===== src/rtl/pmod_dac_spi_tx.sv =====
// pmod_dac_spi_tx: buffered mode-0 SPI transmitter for the PMOD DAC.
// 16-bit codes arrive over valid/ready and are queued in a 2^FIFO_AW-entry FIFO.
// Each code is sent MSB first, then an LDAC pulse latches it onto the DAC output.
// All outputs are registered. The flops take the value computed for the next state,
// so each output lines up with the state that owns it.
// Optional build macro PMOD_DAC_LDAC_HOLD_EN: also drive dac_ldac_n low in CS_HI,
// so the DAC loads directly on the rising edge of dac_cs_n.
module pmod_dac_spi_tx #(
    parameter int unsigned FIFO_AW    = 2,
    parameter int unsigned LDAC_WIDTH = 2,
    parameter int unsigned GAP_CYCLES = 4
) (
    input  logic               slow_clk,
    input  logic               rst,
    input  logic [15:0]        s_data,
    input  logic               s_valid,
    output logic               s_ready,
    output logic               dac_cs_n,
    output logic               dac_ldac_n,
    output logic               dac_sclk,
    output logic               dac_din,
    output logic               busy,
    output logic [FIFO_AW:0]   fifo_level,
    output logic [15:0]        frame_count
);

    localparam int unsigned DEPTH = 1 << FIFO_AW;

    typedef enum logic [2:0] {
        ST_IDLE  = 3'd0,
        ST_SETUP = 3'd1,
        ST_SHIFT = 3'd2,
        ST_CS_HI = 3'd3,
        ST_LDAC  = 3'd4,
        ST_GAP   = 3'd5
    } state_t;

    state_t             state_q, state_d;
    logic [15:0]        shreg_q, shreg_d;
    logic [4:0]         edge_cnt_q, edge_cnt_d;
    logic [7:0]         cnt_q, cnt_d;
    logic [15:0]        frame_count_q, frame_count_d;
    logic               cs_n_q, cs_n_d;
    logic               ldac_n_q, ldac_n_d;
    logic               sclk_q, sclk_d;
    logic               din_q, din_d;
    logic               busy_q, busy_d;
    logic               s_ready_q, s_ready_d;

    logic [15:0]        mem_q [DEPTH];
    logic [15:0]        mem_d [DEPTH];
    logic [FIFO_AW-1:0] wr_ptr_q, wr_ptr_d;
    logic [FIFO_AW-1:0] rd_ptr_q, rd_ptr_d;
    logic [FIFO_AW:0]   level_q, level_d;
    logic               push;
    logic               pop;

    // FIFO bookkeeping: push on handshake, pop when the FSM takes a code in IDLE
    always_comb begin
        push     = s_valid && s_ready_q;
        pop      = (state_q == ST_IDLE) && (level_q != '0);
        mem_d    = mem_q;
        wr_ptr_d = wr_ptr_q;
        rd_ptr_d = rd_ptr_q;
        level_d  = level_q;
        if (push) begin
            mem_d[wr_ptr_q] = s_data;
            wr_ptr_d        = wr_ptr_q + FIFO_AW'(1);
        end
        if (pop) begin
            rd_ptr_d = rd_ptr_q + FIFO_AW'(1);
        end
        case ({push, pop})
            2'b10:   level_d = level_q + (FIFO_AW + 1)'(1);
            2'b01:   level_d = level_q - (FIFO_AW + 1)'(1);
            default: level_d = level_q;
        endcase
        // Ready follows the level that the flops will hold after this edge.
        s_ready_d = (level_d < (FIFO_AW + 1)'(DEPTH));
    end

    // Next-state and next-output logic; every line defaults to its idle level
    always_comb begin
        state_d       = state_q;
        shreg_d       = shreg_q;
        edge_cnt_d    = edge_cnt_q;
        cnt_d         = cnt_q;
        frame_count_d = frame_count_q;
        cs_n_d        = 1'b1;
        ldac_n_d      = 1'b1;
        sclk_d        = 1'b0;
        din_d         = 1'b1;

        case (state_q)
            ST_IDLE: begin
                if (pop) begin
                    shreg_d    = mem_q[rd_ptr_q];
                    edge_cnt_d = '0;
                    state_d    = ST_SETUP;
                    cs_n_d     = 1'b0;
                    din_d      = mem_q[rd_ptr_q][15];
                end
            end

            ST_SETUP: begin
                // First SHIFT cycle is a rising edge of dac_sclk.
                state_d    = ST_SHIFT;
                cs_n_d     = 1'b0;
                sclk_d     = 1'b1;
                din_d      = shreg_q[15];
                edge_cnt_d = edge_cnt_q + 5'd1;
            end

            ST_SHIFT: begin
                if (!sclk_q && (edge_cnt_q == 5'd16)) begin
                    // 16 rising and 16 falling edges done: release chip select.
                    state_d = ST_CS_HI;
`ifdef PMOD_DAC_LDAC_HOLD_EN
                    ldac_n_d = 1'b0;
`endif
                end else if (sclk_q) begin
                    // Falling edge: advance to the next bit.
                    cs_n_d  = 1'b0;
                    sclk_d  = 1'b0;
                    shreg_d = {shreg_q[14:0], 1'b0};
                    din_d   = shreg_q[14];
                end else begin
                    // Rising edge: data already stable from the previous falling edge.
                    cs_n_d     = 1'b0;
                    sclk_d     = 1'b1;
                    din_d      = shreg_q[15];
                    edge_cnt_d = edge_cnt_q + 5'd1;
                end
            end

            ST_CS_HI: begin
                state_d  = ST_LDAC;
                ldac_n_d = 1'b0;
                cnt_d    = '0;
            end

            ST_LDAC: begin
                if (cnt_q == 8'(LDAC_WIDTH - 1)) begin
                    state_d       = ST_GAP;
                    cnt_d         = '0;
                    frame_count_d = frame_count_q + 16'd1;
                end else begin
                    ldac_n_d = 1'b0;
                    cnt_d    = cnt_q + 8'd1;
                end
            end

            ST_GAP: begin
                if (cnt_q == 8'(GAP_CYCLES - 1)) begin
                    state_d = ST_IDLE;
                    cnt_d   = '0;
                end else begin
                    cnt_d = cnt_q + 8'd1;
                end
            end

            default: begin
                state_d = ST_IDLE;
            end
        endcase

        busy_d = (state_d != ST_IDLE);
    end

    // Control and output registers with asynchronous reset
    always_ff @(posedge slow_clk or posedge rst) begin
        if (rst) begin
            state_q       <= ST_IDLE;
            shreg_q       <= '0;
            edge_cnt_q    <= '0;
            cnt_q         <= '0;
            frame_count_q <= '0;
            cs_n_q        <= 1'b1;
            ldac_n_q      <= 1'b1;
            sclk_q        <= 1'b0;
            din_q         <= 1'b1;
            busy_q        <= 1'b0;
            s_ready_q     <= 1'b1;
            wr_ptr_q      <= '0;
            rd_ptr_q      <= '0;
            level_q       <= '0;
        end else begin
            state_q       <= state_d;
            shreg_q       <= shreg_d;
            edge_cnt_q    <= edge_cnt_d;
            cnt_q         <= cnt_d;
            frame_count_q <= frame_count_d;
            cs_n_q        <= cs_n_d;
            ldac_n_q      <= ldac_n_d;
            sclk_q        <= sclk_d;
            din_q         <= din_d;
            busy_q        <= busy_d;
            s_ready_q     <= s_ready_d;
            wr_ptr_q      <= wr_ptr_d;
            rd_ptr_q      <= rd_ptr_d;
            level_q       <= level_d;
        end
    end

    // FIFO storage; reset flushes through the pointers, so no reset is needed here
    always_ff @(posedge slow_clk) begin
        mem_q <= mem_d;
    end

    assign s_ready     = s_ready_q;
    assign dac_cs_n    = cs_n_q;
    assign dac_ldac_n  = ldac_n_q;
    assign dac_sclk    = sclk_q;
    assign dac_din     = din_q;
    assign busy        = busy_q;
    assign fifo_level  = level_q;
    assign frame_count = frame_count_q;

endmodule


===== config.mk =====
export PLATFORM = sky130hd
export DESIGN_NAME = pmod_dac_spi_tx
export DESIGN_NICKNAME = d
export VERILOG_FILES = /design/src/rtl/pmod_dac_spi_tx.sv
export SDC_FILE = /design/constraint.sdc
export NUM_CORES = 1
export LEC_CHECK = 0
export ABC_AREA = 1
export ABC_CLOCK_PERIOD_IN_PS = 2500
export CORE_MARGIN = 5
export CORE_UTILIZATION = 48
export DETAILED_ROUTE_END_ITERATION = 8
export PLACE_DENSITY = 0.67
export RECOVER_POWER = 50
export SLEW_MARGIN = 20
export SYNTH_ARGS = -nofsm -noshare
export SYNTH_HDL_FRONTEND = slang
export SYNTH_SLANG_ARGS = --single-unit

===== constraint.sdc =====
create_clock -name slow_clk -period 2.5 [get_ports slow_clk]
set_input_delay 0.75 -clock slow_clk [delete_from_list [all_inputs] [get_ports slow_clk]]
set_output_delay 0.75 -clock slow_clk [all_outputs]
set_load 0.01 [all_outputs]

After elaboration in Yosys (flattened, before gate mapping):

Cells that the tools add are included.

* register bits after elaboration: 125
* bits in latches: 0
* RAM bits: 0
* bits in read-only memories: 0
* bits of input ports: 19
* memories kept: 0

* add/sub/neg operators: 7
* $mul: 0
* divide/modulo/power cells: 0
* magnitude comparators: 4
* equality and inequality tests: 14
* shifts and indexed selects: 0
* mux-type cells: 35
* bitwise logic cells: 2
* reductions and logical operators: 14

Operators by type and width (number)
* two-way mux 16 bit: 6
* bitwise mux 64 bit: 1
* binary-select mux 16 bit (select 2 bit): 1
* demux 16 bit (select 2 bit): 1
* case mux 16 bit (2 select lines): 1
* case mux 8 bit (3 select lines): 1
* case mux 3 bit (6 select lines): 1
* adder 16 x 1 -> 16 bit, second input constant: 1
* two-way mux 8 bit: 2
* two-way mux 5 bit: 3
* case mux 5 bit (3 select lines): 1
* two-way mux 3 bit: 4
* nonzero test 3 bit: 4
* adder 8 x 1 -> 8 bit, second input constant: 1
* == test 8 x 1 -> 1 bit, second input constant: 1
* == test 8 x 2 -> 1 bit, second input constant: 1
* two-way mux 1 bit: 8
* inequality test 2 bit, second input constant: 4
* AND reduction 4 bit: 2
* == test 3 x 2 -> 1 bit, second input constant: 2
* == test 3 bit, second input constant: 2
* greater-or-equal comparator 3 bit, second input constant: 2
* inverter 2 -> 3 bit: 2
* case mux 1 bit (3 select lines): 2
* other kinds (17): 22

Longest topological paths before layout:

Gate-level depths: netlist of the first run.

* depth in word-level cells: 6
* depth in mapped cells: 11
* mapped depth without buffers: 11

Worst setup path after synthesis of the first run:

Ideal clock, no wire load.

* path type: input to register
* start: in s_valid
* end: reg s_ready_q, in the netlist s_ready
* data arrival time: 1944 ps
* data required time: 2421 ps
* path slack: 477 ps
* stages on the path: 6
* buffers on the path: 0
* path through: nand2_1 -> ha_1 -> fa_1 -> o21ai_0 -> xor2_1 -> inv_1

* word-level cells in the longest chain between the ends: 4
* elaborated cells on any way between the ends: 5

RTL lines
* start: declaration: RTL line 16 `input logic s_valid,`
* logical AND 1 bit (*): RTL line 60 `push = s_valid && s_ready_q;`
* == test 2 x 1 -> 1 bit / == test 2 bit (equally long branches): RTL line 73 `case ({push, pop})`
* case mux 3 bit (2 select lines) (*): RTL line 73
* named net level_d[2]: RTL line 54 `logic [FIFO_AW:0] level_q, level_d;`
* less-than comparator 3 bit (*): RTL line 79 `s_ready_d = (level_d < (FIFO_AW + 1)'(DEPTH));`
* named net s_ready_d: RTL line 48 `logic s_ready_q, s_ready_d;`
* end signal: assignment: RTL line 198 `s_ready_q <= s_ready_d;`
* end: declaration: RTL line 48

Mark *: on every way through the listed nets, which the timed path passes. The rest lies on a longest branch.
A chain may end at the register's enable or synchronous reset.

Worst setup path in the final report of the first run:

* start: reg s_ready_q, in the netlist s_ready
* end: out s_ready

RTL lines
* end: declaration: RTL line 17 `output logic s_ready,`

No word-level cell between the ends.

==> results.sh, run 1 <==
export IMPL_synth_xor_area_frac=0.0210
export IMPL_insertion_delay_ns=0.41
export IMPL_die_h_um=120
export IMPL_synth_edf_count=64
export IMPL_cts_made_buffers=17
export IMPL_ios=44
export IMPL_synth_compound_area_share=0.0672
export IMPL_cap_violations=0
export IMPL_finClkSkew_ns=0.00668
export IMPL_nNetsFinal=716
export IMPL_max_stage_delay_ns=0.55
export IMPL_coreArea_mm2=0.0120
export IMPL_drv_slew=0
export IMPL_die_x_um=120
export IMPL_clock_power_share=0.327
export IMPL_synth_cell_types=34
export IMPL_hold_slack_ns=0.481
export IMPL_postLayoutCellArea_mm2=0.00705
export IMPL_async_reset_ff_frac=0.488
export IMPL_required_ns=1.75
export IMPL_syn_area_mm2=0.00585
export IMPL_powerDensity_mw_per_mm2=1130
export IMPL_cts_buffer_depth=2
export IMPL_place_area_mm2=0.00645
export IMPL_status="finished clean"
export IMPL_ir_worst_vdd_v=0.000697
export IMPL_intPower_uw=5300
export IMPL_setup_tns_final_ns=0
export IMPL_num_vias=4360
export IMPL_synth_top_area_share=0.329
export IMPL_clk_pin_slew_worst_paths_ns=0.05
export IMPL_p_comb_frac=0.304
export IMPL_mostFrequentLayoutCell="nand2_1"
export IMPL_hold_violations=0
export IMPL_overflow=0
export IMPL_cp_max_fo=2
export IMPL_syn_inst=633
export IMPL_syn_nets=663
export IMPL_worstPathArrival_ns=1.49
export IMPL_drcViolationCount=0
export IMPL_r2r_setup_slack_ns=0.39
export IMPL_routedWlPerCell_um=13.4
export IMPL_ys_flop_type="edfxtp_1"
export IMPL_worst_pin_slew_ns=1.38
export IMPL_post_route_period_util=0.895
export IMPL_period_minus_slack_ns=2.24
export IMPL_cp_slowest_cell="clkdlybuf4s50_1"
export IMPL_startpoint_type="flop"
export IMPL_rsz0062_at_grt="false"
export IMPL_crit_type="flop to primary output"
export IMPL_grt_pass1_wl_um=19700
export IMPL_crit_chain="clkdlybuf4s50_1"
export IMPL_synth_warning_count=0
export IMPL_finalWeightedCongestion=0.825
export IMPL_fillers=988
export IMPL_drtIter0Drc=345
export IMPL_num_antenna_cells=0
export IMPL_synth_top_family_by_area="simple AND/OR/NAND/NOR gates"
export IMPL_yosysSeqAreaShare=0.591
export IMPL_dpl_hpwl_um=7390
export IMPL_layout_area_overhead_vs_synth_pct=20.6
export IMPL_antenna_found_initial=0
export IMPL_postCtsHoldBufs=0
export IMPL_htreeDepth=4
export IMPL_vias_per_cell=5.15
export IMPL_crit_buf_inv=1
export IMPL_synth_seq_cells=125
export IMPL_cts_tree="built"
export IMPL_cts_root_buf="clkbuf_16"
export IMPL_max_slew_margin_rel=0.0809
export IMPL_cts_sinks=125
export IMPL_leakagePower_uw=0.00304
export IMPL_p_switching_uw=2680
export IMPL_p_seq_frac=0.369
export IMPL_wirelength_um=11300
export IMPL_drive_gt1_frac=0.0787
export IMPL_post_synth_fa_ha_maj_area_fraction=0.0248
export IMPL_port_buffers=43
export IMPL_grt_pass1_vias=4209
export IMPL_hp_class="flop to flop"
export IMPL_cts_setup_buffers=0
export IMPL_sw_frac_of_total=0.336
export IMPL_synth_area_leaders="edfxtp_1, dfrtp_1, nand2_1, nor2_1, o21ai_0"
export IMPL_fmax_mhz=447
export IMPL_num_rows=40
export IMPL_die_area_mm2=0.0145
export IMPL_crit_family="buffers and inverters"
export IMPL_antenna_left=0
export IMPL_yosys_mux_area_fraction=0.00193
export IMPL_end_kind="primary output"
export IMPL_synth_top_area_cell="edfxtp_1"
export IMPL_avgSynthCellArea_um2=9.24
export IMPL_grt_max_degree=62
export IMPL_yosys_area_share_simple=0.240
export IMPL_layout_common_cells="nand2_1, nor2_1, edfxtp_1"
export IMPL_firstDrtPassIters=6
export IMPL_setup_viol=0
export IMPL_grt_usage=0.170
export IMPL_cts_resized=0
export IMPL_initial_core_util=0.489
stage by stage:
stage / power (µW) / setup WS [ns] / utilization / std cells
2_1_floorplan: 4760 / 0.244 / - / 633
3_3_place_gp: 5370 / 0.0759 / 0.539 / 814
3_5_place_dp: 5460 / 0.00759 / 0.539 / 814
4_1_cts: 8100 / 0.232 / 0.592 / 846
5_1_grt: 8590 / 0.124 / 0.590 / 846
6_report: 7980 / 0.262 / 0.590 / 846
routing by layer:
| metal | GRT usage | vias to the layer above | share of wire |
|---|---|---|---|
| met4 | 0.0715 | 0 | 0.015 |
| met5 | 0 | - | 0 |
| met1 | 0.216 | 2038 | 0.44 |
| met3 | 0.0426 | 16 | 0.058 |
| met2 | 0.278 | 122 | 0.49 |
| li1 | - | 2184 | - |
synth_stat cells (5+ instances only):
master and count:
nand2_2 5, nor2_1 109, xnor2_1 6, dfrtp_1 57, buf_2 6, nand4_1 9
o21ai_0 48, xor2_1 8, nand3_1 38, nand2_1 168, inv_1 50, ha_1 10
clkbuf_1 7, o211ai_1 15, edfxtp_1 64
path summary, 6_finish.rpt:
kind                                         from                     endpoint  depth (start not counted)
setup reg to reg             state_q[0]$_DFF_PP0_            s_ready$_DFF_PP1_                         10
max in group asynchronous                     rst   frame_count[3]$_DFFE_PP0P_                          3
setup / recovery                s_ready$_DFF_PP1_                      s_ready                          1
min in group asynchronous                     rst  frame_count[14]$_DFFE_PP0P_                          3
hold reg to reg            shreg_q[4]$_DFFE_PP0P_       shreg_q[4]$_DFFE_PP0P_                          2
hold / removal             shreg_q[4]$_DFFE_PP0P_       shreg_q[4]$_DFFE_PP0P_                          2
flip-flops by register name, indices dropped and copies added, names as in the netlist:
| signal | flops |
|---|---|
| dac_ldac_n | 1 |
| dac_sclk | 1 |
| rd_ptr_q | 2 |
| dac_din | 1 |
| edge_cnt_q | 5 |
| s_ready | 1 |
| dac_cs_n | 1 |
| busy | 1 |
| cnt_q | 8 |
| mem_q | 64 |
| fifo_level | 3 |
| wr_ptr_q | 2 |
| frame_count | 16 |
| state_q | 3 |
| shreg_q | 16 |
logic make-up (layout without fill, tap and decap cells):
kind of cell               Yosys count  count (layout)
buffers and inverters               74             140
xor gates and xnor gates            14              14
adders and majority gates           11              11
muxes                                1               1
and+or+nand+nor                    338             338
DFF                                125             125
AOI/OAI and AO/OA                   70              70
layout make-up:
type,instances,area [µm²],area share
clock buffers,19,433,0.0614
clock inverters,13,196,0.0279
inverters,55,209,0.0296
well taps,147,184,0.0261
repair buffers,53,512,0.0726
multi-input cells,434,2060,0.293
flip-flops and latches,125,3450,0.490
power groups by stage:
stage | Sequential, µW | Combinational, µW | Clock (µW)
after detailed placement | 2980 | 2480 | 0
final | 2940 | 2430 | 2610
after global routing | 3000 | 2830 | 2760
after CTS | 2950 | 2490 | 2660
after floorplan | 2920 | 1830 | 0
after global placement | 2960 | 2410 | 0
Note: power is estimated with default switching activity, not from simulation.
==> run 2, diff against run 1 <==
--- a/config.mk
+++ b/config.mk
@@ -10,7 +10,8 @@
 export CORE_MARGIN = 5
 export CORE_UTILIZATION = 48
 export DETAILED_ROUTE_END_ITERATION = 8
-export PLACE_DENSITY = 0.67
+export DONT_BUFFER_PORTS = 1
+export PLACE_DENSITY = 0.65
 export RECOVER_POWER = 50
 export SLEW_MARGIN = 20
 export SYNTH_ARGS = -nofsm -noshare
==> run 2 against run 1 <==
  * Clock skew grew 0.0023 ns
  * Wire length shrank 0.58%
  * Combinational power shrank 10%
  * Worst setup slack gained 0.21 ns
  * Cell count shrank 5.1%
  * Global-route usage grew 0.17 points
  * Sequential power is essentially flat
  * Sequential share of layout area grew 3.1 points
  * Largest cell class unchanged
  * Highest routed layer unchanged
==> results.sh, run 2 (synthesis results as in run 1) <==
export IMPL_cts_buffer_depth=2
export IMPL_setup_viol=0
export IMPL_routedWlPerCell_um=14.0
export IMPL_p_comb_frac=0.279
export IMPL_die_h_um=120
export IMPL_finClkSkew_ns=0.00894
export IMPL_required_ns=2.84
export IMPL_cap_violations=0
export IMPL_coreArea_mm2=0.0120
export IMPL_worst_pin_slew_ns=1.07
export IMPL_nNetsFinal=673
export IMPL_period_minus_slack_ns=2.02
export IMPL_mostFrequentLayoutCell="nand2_1"
export IMPL_postCtsHoldBufs=0
export IMPL_cts_root_buf="clkbuf_16"
export IMPL_finalWeightedCongestion=0.823
export IMPL_antenna_left=0
export IMPL_largest_reg_flops=64
export IMPL_die_area_mm2=0.0145
export IMPL_sw_frac_of_total=0.334
export IMPL_antenna_found_initial=0
export IMPL_cp_slowest_cell="dfrtp_1"
export IMPL_layout_area_overhead_vs_synth_pct=13.3
export IMPL_ios=44
export IMPL_ir_worst_vdd_v=0.000703
export IMPL_fmax_mhz=494
export IMPL_num_rows=40
export IMPL_layout_common_cells="nand2_1, nor2_1, edfxtp_1"
export IMPL_grt_usage=0.172
export IMPL_worstPathArrival_ns=2.36
export IMPL_wirelength_um=11300
export IMPL_powerDensity_mw_per_mm2=1180
export IMPL_die_x_um=120
export IMPL_r2r_start="fifo_level[0]$_DFFE_PP0N_"
export IMPL_num_vias=4147
export IMPL_status="finished clean"
export IMPL_rr_worst_depth=9
export IMPL_dpl_hpwl_um=7330
export IMPL_hold_slack_ns=0.161
export IMPL_intPower_uw=5210
export IMPL_drtIter0Drc=200
export IMPL_rsz0062_at_grt="false"
export IMPL_p_seq_frac=0.380
export IMPL_cts_tree="built"
export IMPL_leakagePower_uw=0.00290
export IMPL_worstReg2RegEnd="s_ready$_DFF_PP1_"
export IMPL_grt_pass1_wl_um=19500
export IMPL_regMostFlops="mem_q"
export IMPL_max_slew_margin_rel=0.284
export IMPL_cts_resized=0
export IMPL_end_kind="flop"
export IMPL_htreeDepth=4
export IMPL_clock_power_share=0.341
export IMPL_overflow=0
export IMPL_num_antenna_cells=0
export IMPL_initial_core_util=0.489
export IMPL_drv_slew=0
export IMPL_port_buffers=0
export IMPL_startpoint_type="flop"
export IMPL_post_route_period_util=0.809
export IMPL_crit_chain="nor2_1, nand2_1, nand2_1, inv_1, ha_1, fa_1, o21ai_0, xor2_1, inv_1"
export IMPL_drcViolationCount=0
export IMPL_crit_type="flop to flop"
export IMPL_firstDrtPassIters=4
export IMPL_cts_made_buffers=17
export IMPL_max_stage_delay_ns=0.46
export IMPL_setup_tns_final_ns=0
export IMPL_cts_sinks=125
export IMPL_grt_pass1_vias=4084
export IMPL_cp_max_fo=4
export IMPL_grt_max_degree=36
export IMPL_vias_per_cell=5.16
export IMPL_hold_violations=0
export IMPL_cts_setup_buffers=0
export IMPL_insertion_delay_ns=0.41
export IMPL_hp_class="input port to asynchronous set/reset pin"
export IMPL_r2r_setup_slack_ns=0.48
export IMPL_p_switching_uw=2610
export IMPL_drive_gt1_frac=0.0869
export IMPL_clk_pin_slew_worst_paths_ns=0.05
==> run 2: layer usage <==
metal,vias up,GRT usage,share of wire
met5,-,0,0
met2,68,0.292,0.50
li1,2090,-,-
met1,1975,0.194,0.43
met4,0,0.0715,0.015
met3,14,0.0655,0.054
==> run 2: per-stage QoR <==
step | util | instances | setup WS, ns | total power [µW] | cell area [µm²]
after floorplan | - | 633 | 0.244 | 4760 | 5850
after global placement | 0.502 | 771 | 0.378 | 5170 | 6010
after detailed placement | 0.502 | 771 | 0.330 | 5250 | 6010
after CTS | 0.557 | 803 | 0.448 | 7950 | 6660
after global routing | 0.554 | 803 | 0.224 | 8400 | 6630
final | 0.554 | 803 | 0.477 | 7820 | 6630
==> run 2: power by group through the flow <==
stage | combinational (µW) | sequential, µW | clock, µW
after global routing | 2550 | 3020 | 2830
after global placement | 2170 | 3000 | 0
after CTS | 2250 | 2980 | 2730
after floorplan | 1830 | 2920 | 0
after detailed placement | 2230 | 3010 | 0
final | 2180 | 2970 | 2660
==> run 2: area by class of cell <==
| class | instances | area, µm² |
|---|---|---|
| Timing Repair Buffer | 10 | 68.8 |
| Sequential cell | 125 | 3450 |
| Fill cell | 1050 | 5340 |
| Multi-Input combinational cell | 434 | 2060 |
| Inverter | 55 | 206 |
| Clock buffer | 21 | 460 |
| Tap cell | 147 | 184 |
| Clock inverter | 11 | 190 |
==> run 2: worst max path at each step <==
stage	startpoint	endpoint	cells after the start
floorplan	rst	busy$_DFF_PP0_	1
global route	fifo_level[1]$_DFFE_PP0N_	s_ready$_DFF_PP1_	10
global placement	s_valid	s_ready$_DFF_PP1_	7
CTS	fifo_level[0]$_DFFE_PP0N_	s_ready$_DFF_PP1_	10
detailed placement	s_valid	s_ready$_DFF_PP1_	6
finish	fifo_level[0]$_DFFE_PP0N_	s_ready$_DFF_PP1_	9
==> run 2: worst max-delay path: cells and delay by family, from the launching register on <==
kind / cells / cell delay (ns)
fa+ha+maj: 2 / 0.59
flops: 1 / 0.46
simple gates: 3 / 0.34
compound gates: 1 / 0.22
xor+xnor: 1 / 0.20
buf+inv: 2 / 0.14
